--- config.mk ---
export PLATFORM = sky130hd
export DESIGN_NAME = kadai4_burst_acc
export DESIGN_NICKNAME = d
export VERILOG_FILES = /design/src/rtl/kadai4_pkg.sv /design/src/rtl/kadai4_burst_acc.sv
export SDC_FILE = /design/constraint.sdc
export NUM_CORES = 1
export LEC_CHECK = 0
export BUFFER_PORTS_ARGS = -buffer_cell sky130_fd_sc_hd__buf_2
export CORE_MARGIN = 4
export CORE_UTILIZATION = 40
export CTS_BUF_LIST = sky130_fd_sc_hd__clkbuf_4 sky130_fd_sc_hd__clkbuf_8 sky130_fd_sc_hd__clkbuf_16
export DETAILED_ROUTE_END_ITERATION = 7
export GPL_TIMING_DRIVEN = 0
export PLACE_DENSITY_LB_ADDON = 0.12
export SLEW_MARGIN = 40
export SYNTH_ARGS = -nofsm -noshare
export SYNTH_HDL_FRONTEND = slang
export SYNTH_SLANG_ARGS = --single-unit
--- constraint.sdc ---
create_clock -name clk -period 3.1 [get_ports clk]
set_input_delay 0.155 -clock clk [delete_from_list [all_inputs] [get_ports clk]]
set_output_delay 0.155 -clock clk [all_outputs]
set_load 0.1 [all_outputs]
--- src/rtl/kadai4_pkg.sv ---
// Shared definitions for the kadai4 burst accumulator: default sizes,
// sum-width derivation and the accumulator state encoding.
package kadai4_pkg;

    localparam int DW_DEF        = 16;
    localparam int BURST_LEN_DEF = 8;

    // Width that holds BURST_LEN all-ones words without wrapping.
    function automatic int sum_width(input int dw, input int burst_len);
        return dw + $clog2(burst_len);
    endfunction

    typedef enum logic {
        ACC_IDLE,
        ACC_RUN
    } acc_state_t;

endpackage

--- src/rtl/kadai4_burst_acc.sv ---
// kadai4_burst_acc: reduces each burst of BURST_LEN words to a sum and an
// unsigned maximum, holding the result in a one-deep slot until acknowledged.
// Optional feature macro: KADAI4_BURST_ACC_AVG_EN adds the res_avg output.
module kadai4_burst_acc
    import kadai4_pkg::*;
#(
    parameter int  DW        = DW_DEF,
    parameter int  BURST_LEN = BURST_LEN_DEF,
    localparam int SUM_W     = sum_width(DW, BURST_LEN)
) (
    input  logic             clk,
    input  logic             rst,
    input  logic             halt,
    input  logic [DW-1:0]    din,
    input  logic             din_valid,
    output logic             busy,
    output logic [SUM_W-1:0] res_sum,
    output logic [DW-1:0]    res_max,
    output logic             res_valid,
    input  logic             res_ack,
    output logic             ovf
`ifdef KADAI4_BURST_ACC_AVG_EN
    ,
    output logic [DW-1:0]    res_avg
`endif
);

    localparam int             CW   = $clog2(BURST_LEN);
    localparam logic [CW-1:0]  LAST = CW'(BURST_LEN - 1);

    acc_state_t       state_q, state_d;
    logic [CW-1:0]    count_q, count_d;
    logic             done;
    logic [SUM_W-1:0] sum_q, sum_next;
    logic [DW-1:0]    max_q, max_next;

    // State and word-count register
    always_ff @(posedge clk) begin
        if (!rst) begin
            state_q <= ACC_IDLE;
            count_q <= '0;
        end else begin
            state_q <= state_d;
            count_q <= count_d;
        end
    end

    // Next-state, count and burst-completion decode; halt wins over din_valid
    always_comb begin
        state_d = state_q;
        count_d = count_q;
        done    = 1'b0;
        if (halt) begin
            state_d = ACC_IDLE;
            count_d = '0;
        end else if (din_valid) begin
            case (state_q)
                ACC_IDLE: begin
                    state_d = ACC_RUN;
                    count_d = CW'(1);
                end
                ACC_RUN: begin
                    if (count_q == LAST) begin
                        done    = 1'b1;
                        state_d = ACC_IDLE;
                        count_d = '0;
                    end else begin
                        count_d = count_q + CW'(1);
                    end
                end
                default: begin
                    state_d = ACC_IDLE;
                    count_d = '0;
                end
            endcase
        end
    end

    // Sum adder: first word of a burst loads, later words add
    always_comb begin
        sum_next = SUM_W'(din);
        if (state_q == ACC_RUN) begin
            sum_next = sum_q + SUM_W'(din);
        end
    end

    // Unsigned max compare: first word of a burst loads, later words compete
    always_comb begin
        max_next = din;
        if ((state_q == ACC_RUN) && (din <= max_q)) begin
            max_next = max_q;
        end
    end

    // Working sum/max registers
    always_ff @(posedge clk) begin
        if (!rst || halt) begin
            sum_q <= '0;
            max_q <= '0;
        end else if (din_valid) begin
            sum_q <= sum_next;
            max_q <= max_next;
        end
    end

    // Result slot: load on completion when empty or being acked, else flag overflow
    always_ff @(posedge clk) begin
        if (!rst || halt) begin
            res_sum   <= '0;
            res_max   <= '0;
            res_valid <= 1'b0;
            ovf       <= 1'b0;
`ifdef KADAI4_BURST_ACC_AVG_EN
            res_avg   <= '0;
`endif
        end else if (done) begin
            if (!res_valid || res_ack) begin
                res_sum   <= sum_next;
                res_max   <= max_next;
                res_valid <= 1'b1;
`ifdef KADAI4_BURST_ACC_AVG_EN
                res_avg   <= sum_next[SUM_W-1:CW];
`endif
            end else begin
                ovf <= 1'b1;
            end
        end else if (res_ack) begin
            res_valid <= 1'b0;
        end
    end

    assign busy = (state_q == ACC_RUN);

endmodule
==> flow_summary_export.csv <==
group,metric,value,unit
worst_setup_path,cpMaxStageDelayCell,"nor3_1",
routing,route.antenna.remaining_nets,0,
placement,hpwl,8.54,mm
sta,hold_violations,0,
routing,wl_per_cell,16.3,um
clocking,cts_hold_buf,0,
outcome,run_status,"complete, no violations",
die,die-area,0.0121,mm2
yosys,synth_top_area_cell,"dfxtp_1",
sta,max_slew.worst_pin.slew,0.772,ns
die,die_h,110,um
routing,vias,3781,
yosys,syn_area_per_cell,8.66,um2
clocking,post_cts_buffers,0,
routing,viasPerCell,5.46,
global_routing,antenna_found_initial,0,
power,power.total,2.15,mW
clocking,clock-sinks,76,
clocking,cts-resized-gates,0,
sta,grt_setup_unrepaired,"no",
routing,drt_iter0_drc,155,
yosys,syn-num-nets,538,
routing,drt-pass1-iter-count,4,
clocking,clock-root-buffer,"clkbuf_8",
worst_setup_path,worstPathCellList,"ha_1 -> ha_1 -> nand3_1 -> nor3_1 -> clkbuf_1 -> clkbuf_1 -> a211oi_1",
routing,wirelength,11.3,mm
yosys,synth-seq-area-share,36.5,%
sta,holdWs,0.145,ns
sta,fin_tns_setup,0,ns
yosys,synth_edf_count,0,
yosys,syn_area,0.00417,mm2
layout,final_nets,607,
power,power.density,445,mW/mm2
layout,n_antenna_cell,0,
worst_setup_path,cp-start-kind,"flop",
die,die_w,110,um
worst_setup_path,path_delay_family,"buffers and inverters",
placement,io_buffers,58,
power,max-vdd-ir-drop,0.000178,V
clocking,clkTransAtPathRegs,0.09,ns
yosys,yosysWarnings,0,
die,io_pins,59,
global_routing,grt_overflow,0,
power,p_leak,2.00,nW
global_routing,grt_busiest_layer,"met2",
worst_setup_path,slowest_delay,0.65,ns
global_routing,grt_max_degree,14,
global_routing,grt_first_pass_wirelength,17.8,mm
yosys,ys_types,56,
die,initial_core_util,40.8,%
worst_setup_path,path_buf_inv,2,
sta,max_freq,355,MHz
sta,finalSetupViolCount,0,
worst_setup_path,crit_required,3.31,ns
yosys,synth_ff_type,"dfxtp_1",
layout,area_growth,15.9,%
die,core_area,0.0102,mm2
clocking,cts_made_buffers,9,
sta,min_period,2.81,ns
yosys,ys_top_cells_by_area,"dfxtp_1 (36%), ha_1 (10%), mux2i_1 (7.7%), o21ai_0 (4.3%), nor2_1 (4.2%)",
global_routing,grt_pass1_vias,3504,
placement,place_congestion,0.846,
global_routing,use_met2,32.8,%
yosys,async_flop_share,0,%
clocking,cts_buffer_depth,2,
worst_setup_path,arrival,3.02,ns
yosys,ys_ff_latch,76,
yosys,syn_inst,482,
die,num_rows,37,
sta,finClkSkew,0.0115,ns
layout,layout-drive-gt1-share,15.8,%
clocking,clk_latency,0.35,ns
flow_run,maxCapViolCount,0,
clocking,cts_tree,"yes",
global_routing,grtUsageTotal,19.1,%
worst_setup_path,crit_path_end_kind,"flop",
routing,remaining_drc_errors,0,
placement,dpl_worst_slack,0.256,ns
clocking,h-tree-depth,3,
sta,period_share,90.8,%
sta,setup_ws,0.287,ns
worst_setup_path,cp_max_fo,10,
global_routing,grtUsageMet1,25.2,%
sta,slew_headroom,48.2,%
sta,drv_slew,0,
worst_hold_path,hp-class,"in2reg",
global_routing,met3_usage,3.20,%
yosys,synth.top_cell.area_share,36.5,%
worst_setup_path,crit_type,"reg2reg",
[worst register-to-register path: cells and delay by family, from the launching register on]
family | cells | cell delay, ns
AND/OR/NAND/NOR | 2 | 0.77
flip-flops | 1 | 0.37
adder cells (fa/ha/maj) | 2 | 0.41
buffers and inverters | 2 | 1.01
AO/OA/AOI/OAI | 1 | 0.14
[final timing paths]
path / cells after the start / slack [ns] / to / start
setup / recovery: 7 / 0.29 / res_sum[6] / count_q[0]
hold / removal: 3 / 0.15 / max_q[13] / din[13]
setup reg to reg: 7 / 0.29 / res_sum[6] / count_q[0]
hold reg to reg: 2 / 0.45 / res_max[11] / res_max[11]
[registers in the layout, indices dropped and copies added, names as in the netlist]
name / cells
res_sum: 19
sum_q: 19
max_q: 16
res_max: 16
count_q: 3
busy: 1
ovf: 1
res_valid: 1
[cell type report]
type                       instances  area [um2]
fill                            1051        5390
multi-input combinational        361        2450
sequential                        76        1520
timing repair buffer              58         290
tap                              136         170
clock buffer                      11         145
buffer                            26         128
inverter                          19        71.3
clock inverter                     5        58.8
[through the flow]
stage	utilization, %	std cells	cell area, um2
detailed placement	45.3	676	4630
CTS	47.3	692	4840
floorplan	-	482	4170
finish	47.3	692	4840
global placement	45.3	676	4630
global route	47.3	692	4840
[synth_stat cells (all sizes together), types with 2 or more instances]
| library cell | instances |
|---|---|
| o31ai | 4 |
| nand2 | 37 |
| o21a | 7 |
| o22ai | 19 |
| xnor2 | 6 |
| ha | 34 |
| o211ai | 4 |
| or3 | 4 |
| nand2b | 5 |
| nor3b | 2 |
| nor3 | 4 |
| o311ai | 2 |
| dfxtp | 76 |
| inv | 19 |
| or2 | 2 |
| nor2 | 47 |
| nor2b | 7 |
| xor2 | 7 |
| a31oi | 10 |
| buf | 6 |
| a211oi | 15 |
| nand3b | 2 |
| o21ai | 37 |
| nand4 | 7 |
| and3 | 4 |
| clkbuf | 20 |
| a21oi | 34 |
| a21o | 3 |
| mux2i | 32 |
| and2 | 3 |
| a21boi | 3 |
| nand3 | 7 |
[layout by cell type, fill, tap and decap left out, types with 10 or more instances in the layout]
cell      instances
dfxtp_1          76
clkbuf_8         10
ha_1             34
inv_1            19
a31oi_1          10
a21oi_1          32
nor2_1           47
nand2_1          37
a211oi_1         15
o22ai_1          19
buf_2            59
clkbuf_1         19
mux2i_1          32
o21ai_0          36
[report_power, final]
group | switching (mW) | internal, mW
clock | 0.388 | 0.405
combinational | 0.214 | 0.138
sequential | 0.0119 | 0.993
[cells by family (layout without fill, tap and decap cells)]
kind of cell,Yosys count,after routing,share of synthesized area (%)
AOI/OAI and AO/OA,146,146,22.2
xor gates and xnor gates,13,13,2.73
adders and majority gates,35,35,10.7
buffers and inverters,45,119,4.77
DFF,76,76,36.5
muxes,33,33,7.95
and+or+nand+nor,134,134,15.2
[per-layer routing]
metal  wire length [um]  vias up  part of all wire, %
li1                   -     1890                    -
met1               5170     1811                   46
met2               5430       73                   48
met3                575        7                  5.1
met4                 83        0                 0.74
met5                  0        -                    0
Note: power is estimated with default switching activity, not from simulation.
